`config.mk`:
```
export PLATFORM = sky130hd
export DESIGN_NAME = dizy_state_loader
export DESIGN_NICKNAME = d
export VERILOG_FILES = /design/src/rtl/dizy_state_loader.sv
export SDC_FILE = /design/constraint.sdc
export NUM_CORES = 1
export LEC_CHECK = 0
export BUFFER_PORTS_ARGS = -buffer_cell sky130_fd_sc_hd__buf_2
export CAP_MARGIN = 20
export CORE_UTILIZATION = 45
export DETAILED_ROUTE_END_ITERATION = 12
export SETUP_SLACK_MARGIN = 0.5
export SYNTH_ARGS = -nofsm -noshare
export SYNTH_HDL_FRONTEND = slang
export SYNTH_SLANG_ARGS = --single-unit
```
`constraint.sdc`:
```
create_clock -name clk -period 6.35 [get_ports clk]
set_clock_uncertainty 0.2 [all_clocks]
set_input_delay 0.3175 -clock clk [delete_from_list [all_inputs] [get_ports clk]]
set_output_delay 0.3175 -clock clk [all_outputs]
set_load 0.01 [all_outputs]
```
`src/rtl/dizy_state_loader.sv`:
```
// Assembles a DIZY permutation state from a stream of 5-bit chunks and presents it
// as one parallel word, with a one-state skid buffer behind the output register.
`ifndef PERM_SIZE
`define PERM_SIZE 30
`endif

module dizy_state_loader #(
    parameter int PERM_SIZE = `PERM_SIZE,
    parameter int CHUNK_W   = 5
) (
    input  logic                 clk,
    input  logic                 rst_n,
    input  logic                 s_valid,
    output logic                 s_ready,
    input  logic [CHUNK_W-1:0]   s_data,
    input  logic                 s_last,
    output logic                 m_valid,
    input  logic                 m_ready,
    output logic [PERM_SIZE-1:0] m_data,
    output logic                 err_frame,
    input  logic                 clr_err
);

    localparam int NUM_CHUNKS = PERM_SIZE / CHUNK_W;
    localparam int IDX_W      = $clog2(NUM_CHUNKS);
    localparam logic [IDX_W-1:0] LAST_IDX = IDX_W'(NUM_CHUNKS - 1);

    logic [IDX_W-1:0]     idx;
    logic [PERM_SIZE-1:0] asm_q;
    logic [PERM_SIZE-1:0] asm_ins;
    logic                 asm_full;
    logic                 accept;
    logic                 at_last;
    logic                 out_free;
    logic                 frame_done;
    logic                 frame_err;
    logic                 skid_xfer;

    // s_ready depends only on the skid flag, never on m_ready.
    assign s_ready    = !asm_full;
    assign accept     = s_valid && s_ready;
    assign at_last    = (idx == LAST_IDX);
    assign out_free   = !m_valid || m_ready;
    assign frame_done = accept && at_last && s_last;
    assign frame_err  = accept && (at_last != s_last);
    assign skid_xfer  = asm_full && out_free;

    // NOTE: give every always_comb output a default first so no path leaves it unassigned (latch).
    always_comb begin
        asm_ins = asm_q;
        asm_ins[PERM_SIZE-1-CHUNK_W*int'(idx) -: CHUNK_W] = s_data;
    end

    // Chunk counter and assembly/skid register. Final chunk never coincides with a skid
    // transfer because s_ready is low while the skid holds a state.
    // NOTE: the assembly register is reset like any other flop so an aborted frame leaves no residue.
    always_ff @(posedge clk or negedge rst_n) begin
        if (!rst_n) begin
            idx      <= '0;
            asm_q    <= '0;
            asm_full <= 1'b0;
        end else begin
            if (skid_xfer) begin
                asm_full <= 1'b0;
            end
            if (frame_err) begin
                idx   <= '0;
                asm_q <= '0;
            end else if (frame_done) begin
                idx <= '0;
                if (!out_free) begin
                    asm_q    <= asm_ins;
                    asm_full <= 1'b1;
                end
            end else if (accept) begin
                // NOTE: sequential state uses non-blocking assignments so every flop samples pre-edge values.
                asm_q <= asm_ins;
                idx   <= idx + 1'b1;
            end
        end
    end

    // Output register: a completed frame bypasses the skid when the output is free.
    always_ff @(posedge clk or negedge rst_n) begin
        if (!rst_n) begin
            m_valid <= 1'b0;
            m_data  <= '0;
        end else if (frame_done && out_free) begin
            m_valid <= 1'b1;
            m_data  <= asm_ins;
        end else if (skid_xfer) begin
            m_valid <= 1'b1;
            m_data  <= asm_q;
        end else if (m_ready) begin
            m_valid <= 1'b0;
        end
    end

    // Sticky framing error; a new error wins over a simultaneous clear.
    always_ff @(posedge clk or negedge rst_n) begin
        if (!rst_n) begin
            err_frame <= 1'b0;
        end else if (frame_err) begin
            err_frame <= 1'b1;
        end else if (clr_err) begin
            err_frame <= 1'b0;
        end
    end

endmodule
```
**Word-level counts from Yosys, hierarchy flattened**

Cells that the tools add are included.

- Register bits after elaboration: 66
- Input port bits: 11
- Word-level logic and storage cells: 48

- Add/subtract/negate cells: 3
- Multiply operators: 1
- Eq/ne operators: 3
- Shift operators: 2
- Mux-type cells: 19
- Reduce and logical (&&, ||, !) cells: 14

Operator list:

| operator | number |
|---|---|
| 30-bit 2-to-1 mux | 6 |
| 5-bit by 33-bit variable shift with 34-bit output (first input constant) | 1 |
| 5-bit by 33-bit indexed part select with 34-bit output | 1 |
| 7-bit negation with 33-bit output | 1 |
| 30-bit bitwise mux | 1 |
| 1-bit 2-to-1 mux | 9 |
| 3-bit 2-to-1 mux | 3 |
| 5-bit by 6-bit subtractor with 7-bit output (first input constant) | 1 |
| 1-bit logical AND | 6 |
| 3-bit by 3-bit multiplier with 6-bit output (first input constant) | 1 |
| 3-bit nonzero test | 2 |
| 2-bit nonzero test | 2 |
| 3-bit by 1-bit adder with 3-bit output (second input constant) | 1 |
| 3-bit == test (second input constant) | 1 |
| 3-bit by 2-bit != test with 1-bit output (second input constant) | 1 |
| 1-bit zero test | 2 |
| 2-bit AND reduction | 1 |
| 1-bit logical OR | 1 |
| 1-bit != test | 1 |

**Depth between registers and ports, before layout**

Gate-level depths: netlist of the first run.

- Word-level depth: 8
- Gate-level depth with buffers: 20
- Gate-level depth less buffers: 18

**Least setup slack after synthesis of the first run**

OpenSTA, ideal clock, no wires.

- Path kind: register to register
- Start point: reg idx[2]
- End point: reg m_data[28]
- Library setup time: 0.137 ns
- Data arrival time: 5.041 ns
- Required time: 6.013 ns
- Setup slack: 0.972 ns
- Stages on the path, launching flop included: 19
- Buffers on the path: 2
- Clock period less this slack: 5.378 ns
- Cell sequence: dfrtp_1 clkinv_1 ha_1 buf_2 xor2_1 ha_1 clkbuf_1 or4b_1 nor2_4 nand3_1 inv_1 ha_1 nor4b_1 nand2_1 or4_4 a2111oi_4 nor4b_4 mux2i_1 a21oi_1

- Longest elaborated chain between the ends: 6
- Elaborated cells between the ends (all ways): 12

Ends and longest elaborated chain:

| element | line | text |
|---|---|---|
| from (decl) | 28 | `logic [IDX_W-1:0] idx;` |
| from (signal assigned) | 78 | `idx <= idx + 1'b1;` |
| 3-bit by 3-bit multiplier with 6-bit output | 51 | `asm_ins[PERM_SIZE-1-CHUNK_W*int'(idx) -: CHUNK_W] = s_data;` |
| 5-bit by 6-bit subtractor with 7-bit output | 51 |  |
| 7-bit negation with 33-bit output | 51 |  |
| 5-bit by 33-bit indexed part select with 34-bit output or 5-bit by 33-bit variable shift with 34-bit output (tied branches) | 51 |  |
| 30-bit bitwise mux | 51 |  |
| 30-bit 2-to-1 mux | 88 | `end else if (frame_done && out_free) begin` |
| to (signal assigned) | 90 | `m_data <= asm_ins;` |
| to (signal assigned) | 93 | `m_data <= asm_q;` |
| to (decl) | 19 | `output logic [PERM_SIZE-1:0] m_data,` |

Parallel ways exist; a longest one is shown, timed or not.
A chain may end at the register's enable or synchronous reset.

**Final worst setup path of the first run**

- Start point: reg idx[2]
- End point: reg asm_q[22]

- Longest elaborated chain between the ends: 8
- Elaborated cells between the ends (all ways): 18

Ends and longest elaborated chain:

| element | line | text |
|---|---|---|
| 3-bit by 3-bit multiplier with 6-bit output | 51 |  |
| 5-bit by 6-bit subtractor with 7-bit output | 51 |  |
| 7-bit negation with 33-bit output | 51 |  |
| 5-bit by 33-bit indexed part select with 34-bit output or 5-bit by 33-bit variable shift with 34-bit output (tied branches) | 51 |  |
| 30-bit bitwise mux | 51 |  |
| 30-bit 2-to-1 mux, on equally long branches | 75, 71 |  |
| 30-bit 2-to-1 mux | 69 | `end else if (frame_done) begin` |
| 30-bit 2-to-1 mux | 66 | `if (frame_err) begin` |
| to (signal assigned) | 72 | `asm_q <= asm_ins;` |
| to (signal assigned) | 77 | `asm_q <= asm_ins;` |
| to (decl) | 29 | `logic [PERM_SIZE-1:0] asm_q;` |

Parallel ways exist; a longest one is shown, timed or not. The select of a mux whose other input is x is not followed.

==> results.json, run 1 <==
{
  "arrival_ns": 5.47,
  "intPower_uw": 1410,
  "rrSetupSlack_ns": 0.91,
  "layout.nets": 623,
  "synth_top_family_by_area": "compound AO/OA/AOI/OAI gates",
  "tritoncts": "done",
  "die_area_sq_mm": 0.0114,
  "slowest_stage": "or4b_1",
  "ys.flop_type": "dfrtp_1",
  "die_x_um": 107,
  "drt_iter0_drc": 279,
  "rsz0062_at_grt": "false",
  "path_class": "register to register",
  "hold_viol": 0,
  "synthAdderAreaFrac": 0.0380,
  "fill_cells": 1012,
  "power.share.clock": 0.146,
  "clk_latency_ns": 0.35,
  "clock_path_buffers": 2,
  "io_pins": 44,
  "critPathTopFamily": "simple AND/OR/NAND/NOR gates",
  "ys_warn_count": 0,
  "switching_share": 0.492,
  "ff2ff_path_depth": 16,
  "portBuffers": 43,
  "wl_mm": 15.7,
  "final_common_cell": "dfrtp_1",
  "rows": 37,
  "p_sw_uw": 1360,
  "numClockSinks": 66,
  "antenna_cells": 0,
  "relSlewSlack": 0.285,
  "ys_seq_area_frac": 0.335,
  "postRouteAntennaNets": 0,
  "hold_class": "primary input to register",
  "synth_area_per_cell_sq_um": 8.87,
  "dr.pass1.iters": 5,
  "slew_violations": 0,
  "drive_gt1_frac": 0.200,
  "initial_core_util": 0.472,
  "final_cell_mix": "dfrtp_1 (64), nand2_1 (53), buf_2 (43)",
  "power_leakage_uw": 0.00235,
  "worstPathCellList": "clkinvlp_4 > ha_4 > xor2_1 > ha_1 > or4b_1 > nor2_4 > nand3_1 > inv_1 > ha_2 > nor4b_1 > nand2_1 > or4_4 > a211oi_4 > a32oi_2 > o311ai_0 > o31ai_1",
  "worstPathMaxFanout": 14,
  "route.detailed.drc": 0,
  "seqPwrFrac": 0.215,
  "status": "completed",
  "period_share": 0.857,
  "cts-root-buf": "clkbuf_8",
  "post-route-min-period_ns": 5.44,
  "synth_edf_count": 0,
  "postSynth.asyncResetShare": 1.00,
  "synth_area_sq_mm": 0.00493,
  "worst_setup_path_end_kind": "register",
  "vias": 4737,
  "synth-xor-area-share": 0.0243,
  "fin_util": 0.538,
  "cp.required_ns": 6.37,
  "crit_buf_inv": 2,
  "grt_first_pass_wirelength_mm": 25.6,
  "numCtsBuffers": 9,
  "core_area_sq_mm": 0.0105,
  "p_comb_frac": 0.639,
  "peakVddDrop_v": 0.000222,
  "post_drt_wl_per_cell_um": 21.3,
  "synth_nets": 582,
  "grt_max_degree": 67,
  "critPathMaxStageDelay_ns": 0.65,
  "hpwl_mm": 10.9,
  "grt_usage": 0.293,
  "grt.overflow.total": 0,
  "clock.fmax_ghz": 0.184,
  "tightestPinTransition_ns": 1.07,
  "chipHeight_um": 107,
  "holdPathStages": 3,
  "synth_cells": 556,
  "fin_setup_tns_ns": 0,
  "setup_violations": 0,
  "grt_pass1_vias": 4653,
  "drt-vias-per-instance": 6.43,
  "cp-start-kind": "register",
  "crit_cells": 16,
  "gp_congestion": 0.981,
  "yosys.area_share.simple": 0.212,
  "synth_compound_area_frac": 0.256,
  "antenna_found_initial": 0,
  "ys_ff_latch": 66,
  "maxCapViolCount": 0,
  "area_delta_synth_final_pct": 14.2,
  "synth_mux_area_frac": 0.0905,
  "clk_pin_slew_worst_paths_ns": 0.07,
  "cts.htree.levels": 3,
  "synth_cell_type_count": 74,
  "powerDensity_mw_per_mm2": 491
}
cell families (layout without fill, tap and decap cells):
family,count (synthesis),in the layout
simple gates,198,198
compound gates,168,168
flops,66,66
buf+inv,56,101
mux,41,41
fa+ha+maj,15,15
xor+xnor,12,12
final cells by class:
| class | instances | area (sq um) | share of cell area |
|---|---|---|---|
| multi-input combinational | 434 | 3110 | 0.552 |
| sequential | 66 | 1650 | 0.294 |
| timing repair buffer | 68 | 410 | 0.0729 |
| tap | 136 | 170 | 0.0302 |
| clock buffer | 13 | 159 | 0.0282 |
| inverter | 18 | 71.3 | 0.0127 |
| clock inverter | 2 | 60.1 | 0.0107 |
path summary, 6_finish.rpt:
kind / start / end
setup / recovery: idx[2] / asm_q[22]
hold / removal: m_ready / asm_full
setup reg to reg: idx[2] / asm_q[22]
hold reg to reg: m_data[20] / m_data[20]
max in group asynchronous: rst_n / idx[2]
min in group asynchronous: rst_n / idx[1]
through the flow:
step	cell area, sq um	hold WS (ns)	setup WS (ns)	std cells	power (uW)
after floorplan	4930	-0.178	0.972	556	1750
after global placement	5310	0.261	0.504	715	2270
after detailed placement	5310	0.275	0.321	715	2290
after CTS	5610	0.147	0.665	737	2740
after global routing	5630	0.179	0.587	737	2940
final	5630	0.160	0.909	737	2770
worst register-to-register path: stages (launching register included):
cell and delay [ns]:
dfrtp_2 0.47, clkinvlp_4 0.22, ha_4 0.41, xor2_1 0.17, ha_1 0.34, or4b_1 0.65, nor2_4 0.16, nand3_1 0.11
inv_1 0.09, ha_2 0.34, nor4b_1 0.32, nand2_1 0.12, or4_4 0.51, a211oi_4 0.40, a32oi_2 0.28, o311ai_0 0.41
o31ai_1 0.12
flip-flops by register name, summed over array words and instances (netlist names):
signal     count
asm_full       1
asm_q         30
err_frame      1
idx            3
m_data        30
m_valid        1
Yosys cell counts, types with 8 or more instances:
| master | count | share of area |
|---|---|---|
| dfrtp_1 | 66 | 0.33 |
| nand2_1 | 53 | 0.040 |
| nor2_1 | 36 | 0.027 |
| a21oi_1 | 34 | 0.034 |
| clkbuf_1 | 30 | 0.023 |
| mux2i_1 | 30 | 0.061 |
| o32ai_1 | 28 | 0.050 |
| o21ai_0 | 27 | 0.027 |
| nand3_1 | 25 | 0.025 |
| nor3_1 | 22 | 0.022 |
| inv_1 | 17 | 0.013 |
| ha_1 | 15 | 0.038 |
| nand4_1 | 11 | 0.014 |
| mux2_2 | 9 | 0.021 |
| a211oi_1 | 8 | 0.012 |
| o22ai_1 | 8 | 0.010 |
layer usage:
layer / wire, um / up-vias / GRT usage / share of wire
li1: - / 2222 / - / -
met1: 7240 / 2334 / 0.397 / 0.46
met2: 7270 / 149 / 0.472 / 0.46
met3: 830 / 32 / 0.0578 / 0.053
met4: 335 / 0 / 0.0900 / 0.021
met5: 0 / - / 0 / 0
power groups by stage:
stage	logic (uW)	registers [uW]	clock network (uW)
final	1770	594	405
after floorplan	1120	626	0
after global routing	1910	607	424
after CTS	1730	593	414
after detailed placement	1690	601	0
after global placement	1670	597	0
repair_timing:
item	CTS	global route
resized for setup	2	6
endpoints found under the setup margin	18	31
buffers inserted	4	0
pin swaps	2	0
endpoints found under the hold margin	32	0
hold buffers	3	0
Power figures use the tool's default switching activity.
==> inputs of run 2 (changes only) <==
ABC_AREA = 1   (was not set)
clock period = 6.7 ns   (was 6.35 ns; I/O delays follow)
==> results.json, run 2 <==
{
  "grt_pass1_vias": 4223,
  "postSynth.asyncResetShare": 1.00,
  "initial_core_util": 0.460,
  "tightestPinTransition_ns": 1.09,
  "numClockSinks": 66,
  "final_common_cell": "nand2_1",
  "hpwl_mm": 9.30,
  "synth_nets": 741,
  "post_cts_buffers": 0,
  "ctsResizeCount": 0,
  "period_share": 0.719,
  "io_pins": 44,
  "grt_first_pass_wirelength_mm": 21.7,
  "drt_iter0_drc": 391,
  "synthMostInstantiatedCell": "nand2_1",
  "drive_gt1_frac": 0.142,
  "grt_max_degree": 67,
  "ys_ff_latch": 66,
  "relSlewSlack": 0.275,
  "synth_area_sq_mm": 0.00473,
  "post_drt_wl_per_cell_um": 14.6,
  "reg_top3": "asm_q: 30 flops, m_data: 30 flops, idx: 3 flops",
  "dpl.cell_count": 871,
  "multi_input_area_sq_mm": 0.00263,
  "tritoncts": "done",
  "ys_seq_area_frac": 0.349,
  "synth_cell_type_count": 37,
  "synth_cells": 715,
  "seq_area_sq_mm": 0.00165,
  "clk_latency_ns": 0.35,
  "cts-root-buf": "clkbuf_8",
  "area_delta_synth_final_pct": 10.7,
  "whs_ns": -0.0472,
  "chipHeight_um": 105,
  "synth_top_area_share": 0.349,
  "rows": 37,
  "status": "finished with violations",
  "ys_warn_count": 0,
  "power_leakage_uw": 0.00270,
  "die_area_sq_mm": 0.0109,
  "cp-start-kind": "register",
  "grt_usage": 0.252,
  "core_area_sq_mm": 0.0103,
  "clock.fmax_ghz": 0.208,
  "fin_setup_tns_ns": 0,
  "synth_edf_count": 0,
  "layout.cells.non_filler": 887,
  "arrival_ns": 4.86,
  "hold_class": "primary input to asynchronous set/reset pin",
  "cp.required_ns": 6.74,
  "setup_violations": 0,
  "fill_cells": 1094,
  "portBuffers": 43,
  "synth_area_per_cell_sq_um": 6.61,
  "yosys-top-cells-area": "dfrtp_1 (35%), nand2_1 (21%), inv_1 (5.8%)",
  "clock_path_buffers": 2,
  "postRouteAntennaNets": 0,
  "drt-vias-per-instance": 5.21,
  "post-route-min-period_ns": 4.82,
  "synthTopCellsByCount": "nand2_1 (260), inv_1 (73), dfrtp_1 (66), nor2_1 (53), nand3_1 (51)",
  "antenna_cells": 0,
  "grt.overflow.total": 0,
  "worst_setup_path_end_kind": "register",
  "vias": 4620,
  "fin_ws_ns": 1.88,
  "cts.htree.levels": 3,
  "dp_slack_ns": 1.93,
  "numCtsBuffers": 9,
  "ys.flop_type": "dfrtp_1",
  "worstPathMaxFanout": 13,
  "yosysTopAreaCell": "dfrtp_1",
  "maxCapViolCount": 0,
  "slew_violations": 0,
  "path_class": "register to register",
  "antenna_found_initial": 0,
  "route.detailed.drc": 0,
  "violations": "negative hold slack",
  "hold_viol": 27,
  "layout.nets": 773,
  "rsz0062_at_grt": "false",
  "gp_congestion": 0.898,
  "wl_mm": 12.9,
  "final_cell_mix": "nand2_1 (260), inv_1 (73), dfrtp_1 (66)",
  "powerDensity_mw_per_mm2": 406,
  "peakVddDrop_v": 0.000228,
  "clk_pin_slew_worst_paths_ns": 0.07,
  "dr.pass1.iters": 6,
  "die_x_um": 105
}
-- run 2: layout make-up --
type                    instances  share of cell area
clock buffers                   9              0.0237
inverters                      86              0.0619
repair buffers                 47              0.0473
multi-input cells             537               0.501
well taps                     136              0.0325
clock inverters                 6              0.0177
flip-flops and latches         66               0.315
-- run 2: report_power, final --
group          leakage (uW)  internal [uW]  switching (uW)
Combinational       0.00173            344             819
Clock              0.000102            209             165
Sequential         0.000866            517            70.0
Total               0.00270           1070            1050
-- run 2: final timing paths --
path | start | endpoint | slack, ns | cells after the start
min in group clk | m_ready | asm_full | 0.10 | 4
worst max register to register | idx[0] | m_data[24] | 1.88 | 27
worst min register to register | m_data[7] | m_data[7] | 0.28 | 2
worst min-delay path | rst_n | m_data[14] | -0.05 | 2
max in group asynchronous | rst_n | m_data[5] | 5.75 | 2
worst max-delay path | idx[0] | m_data[24] | 1.88 | 27
-- run 2: metrics by stage --
step	hold slack [ns]	utilization	total power, uW	area, sq um
finish	-0.0472	0.509	2120	5240
global placement	0.258	0.487	1730	5010
detailed placement	0.260	0.487	1740	5010
CTS	0.0218	0.509	2120	5240
floorplan	-0.161	-	1440	4730
global route	0.0358	0.509	2300	5240
-- run 2: critical path: stages, from the launching register on --
cell and delay [ns]:
dfrtp_1 0.59, ha_1 0.22, inv_1 0.04, ha_1 0.31
xor2_1 0.16, ha_1 0.30, inv_1 0.08, nand3_2 0.08
nor2_1 0.16, nand2_2 0.10, nor2_1 0.25, ha_1 0.36
inv_2 0.19, nand2_1 0.08, nor2_1 0.12, nand3_1 0.08
nand2_1 0.08, nand2_1 0.06, nor2_2 0.12, nand3_4 0.15
nor2_4 0.15, nand2_1 0.10, o21ai_2 0.28, nand3b_1 0.13
nand2_1 0.11, nand2_1 0.05, nand2_1 0.09, nand2_1 0.05
-- run 2: logic make-up after synthesis --
group | Yosys count | share of synthesized area
multiplexers | 1 | 0.00212
AND/OR/NAND/NOR | 408 | 0.374
flip-flops | 66 | 0.349
buffers and inverters | 112 | 0.0963
AO/OA/AOI/OAI | 112 | 0.137
adder cells (fa/ha/maj) | 15 | 0.0397
XOR/XNOR | 1 | 0.00185
-- run 2: what timing repair did --
action | in CTS | in global routing
endpoints found under the setup margin | 0 | 0
hold buffers | 1 | 0
hold endpoints to repair | 1 | 0
-- run 2: metal layers --
layer | share of wire | GRT usage | wire length [um]
met1 | 0.49 | 0.362 | 6370
met2 | 0.44 | 0.386 | 5680
met3 | 0.051 | 0.0420 | 657
met4 | 0.017 | 0.0765 | 224
met5 | 0 | 0 | 0
==> inputs of run 3 (changes only) <==
clock period = 4.48 ns   (was 6.7 ns; I/O delays follow)
==> results.json, run 3 (synthesis gave the netlist of run 2 again) <==
{
  "core_area_sq_mm": 0.0103,
  "status": "completed",
  "wl_mm": 14.0,
  "io_pins": 44,
  "seqPwrFrac": 0.248,
  "route.detailed.drc": 0,
  "critPathMaxStageDelay_ns": 0.44,
  "worst_setup_path_end_kind": "register",
  "numClockSinks": 66,
  "fin_setup_tns_ns": 0,
  "critPathLaunch": "idx[0]",
  "drt-vias-per-instance": 5.31,
  "cts.htree.levels": 3,
  "ff2ff_path_depth": 27,
  "period_share": 0.902,
  "postRouteAntennaNets": 0,
  "maxCapViolCount": 0,
  "grt_first_pass_wirelength_mm": 22.6,
  "dr.pass1.iters": 5,
  "cp.required_ns": 4.52,
  "cp-start-kind": "register",
  "tightestPinTransition_ns": 0.949,
  "final_cell_mix": "nand2_1 (241), inv_1 (65), dfrtp_1 (65)",
  "initial_core_util": 0.460,
  "switching_share": 0.490,
  "layout.cells.non_filler": 921,
  "portBuffers": 43,
  "numCtsBuffers": 9,
  "r2r_start": "idx[0]",
  "post_drt_wl_per_cell_um": 15.3,
  "reg_top3": "asm_q: 30 flops, m_data: 30 flops, idx: 3 flops",
  "worstPathMaxFanout": 6,
  "holdPathStages": 4,
  "rsz0062_at_grt": "true",
  "hold_viol": 0,
  "drt_iter0_drc": 303,
  "cts-root-buf": "clkbuf_8",
  "rrSetupSlack_ns": 0.44,
  "antenna_found_initial": 0,
  "vias": 4887,
  "rows": 37,
  "fill_cells": 1012,
  "clk_pin_slew_worst_paths_ns": 0.07,
  "die_area_sq_mm": 0.0109,
  "power.share.clock": 0.159,
  "grt_usage": 0.263,
  "grt_pass1_vias": 4553,
  "tritoncts": "done",
  "seq_area_sq_mm": 0.00165,
  "final_common_cell": "nand2_1",
  "total_power_uw": 3530,
  "arrival_ns": 4.08,
  "p_sw_uw": 1730,
  "setup_violations": 0,
  "crit_buf_inv": 6,
  "dpl.cell_count": 880,
  "p_comb_frac": 0.594,
  "path_common_cell": "nand2_1",
  "relSlewSlack": 0.367,
  "path_class": "register to register",
  "r2r-end": "m_data[16]",
  "clk_latency_ns": 0.35,
  "hold_class": "primary input to register",
  "chipHeight_um": 105,
  "layout.nets": 806,
  "slowest_stage": "dfrtp_1",
  "antenna_cells": 0,
  "hp-start": "s_last",
  "die_x_um": 105,
  "power_leakage_uw": 0.00290,
  "gp_congestion": 0.892,
  "intPower_uw": 1800,
  "area_delta_synth_final_pct": 23.0,
  "clock.fmax_ghz": 0.247,
  "grt.overflow.total": 0,
  "crit_cells": 27,
  "post-route-min-period_ns": 4.04,
  "critPathTopFamily": "simple AND/OR/NAND/NOR gates",
  "drive_gt1_frac": 0.251,
  "slew_violations": 0,
  "clock_path_buffers": 2,
  "multi_input_area_sq_mm": 0.00293,
  "hpwl_mm": 9.77,
  "powerDensity_mw_per_mm2": 606,
  "peakVddDrop_v": 0.000233,
  "grt_max_degree": 55,
  "endpoint": "m_data[16]"
}
[run 3: cell count changes in the layout (fill, tap and decap cells not counted), sizes merged]
| cell | previous run | this run |
|---|---|---|
| clkinv | 3 | 4 |
| dlygate4sd3 | 1 | 3 |
| buf | 46 | 77 |
[run 3: worst reg2reg max path, stage by stage, from the launching register on]
cell and delay (ns):
dfrtp_1 0.44, ha_4 0.17, inv_4 0.03, ha_4 0.27
xor2_2 0.17, ha_4 0.23, inv_2 0.06, nand3_2 0.10
nor2_4 0.12, nand2_2 0.08, nor2_4 0.12, inv_1 0.08
ha_4 0.27, nand2_1 0.05, nor2_1 0.12, nand3_1 0.08
nand2_1 0.08, inv_1 0.05, nor2_2 0.14, nand3_4 0.14
nor2_4 0.21, buf_4 0.15, buf_6 0.08, nand2_1 0.05
o211ai_1 0.16, nand2_1 0.09, o21ai_1 0.13, nand2_1 0.07
[run 3: per-stage QoR]
stage | instance area (sq um) | hold WS, ns | worst slack, ns | util
finish | 5820 | 0.0565 | 0.438 | 0.566
floorplan | 4730 | -0.272 | 0.509 | -
global route | 5820 | 0.0961 | 0.212 | 0.566
global placement | 5080 | 0.202 | 0.165 | 0.494
CTS | 5540 | 0.0435 | 0.405 | 0.539
detailed placement | 5080 | 0.222 | 0.0855 | 0.494
[run 3: power by group through the flow]
stage | clock (uW) | sequential, uW | combinational, uW
floorplan | 0 | 915 | 1240
global placement | 0 | 875 | 1770
detailed placement | 0 | 880 | 1770
CTS | 574 | 871 | 1890
global route | 593 | 893 | 2310
finish | 559 | 873 | 2090
[run 3: cell type report]
class,count,area share
clock buffers,9,0.0213
flip-flops and latches,66,0.284
well taps,136,0.0293
multi-input cells,537,0.503
clock inverters,7,0.0161
repair buffers,80,0.0893
inverters,86,0.0566
[run 3: timing repair]
| item | CTS | global route |
|---|---|---|
| pin swaps | 14 | 31 |
| hold buffers | 3 | 0 |
| setup buffers | 11 | 11 |
| cloned | 0 | 0 |
| endpoints found under the hold margin | 40 | 0 |
| setup endpoints to repair | 60 | 56 |
| resized for setup | 26 | 55 |
[run 3: how the worst min path moves through the flow]
stage | to | slack [ns]
5_1_grt | err_frame | 0.1
6_report | err_frame | 0.06
3_3_place_gp | m_data[14] | 0.20
2_1_floorplan | asm_full | -0.27
4_1_cts | err_frame | 0.04
3_5_place_dp | m_data[14] | 0.22
[run 3: layer usage]
metal  global-route usage  vias up  wire length, um
met3               0.0545       27             1010
met2                0.417      177             6410
li1                     -     2413                -
met1                0.354     2270             6310
met4               0.0939        0              314
met5                    0        -                0
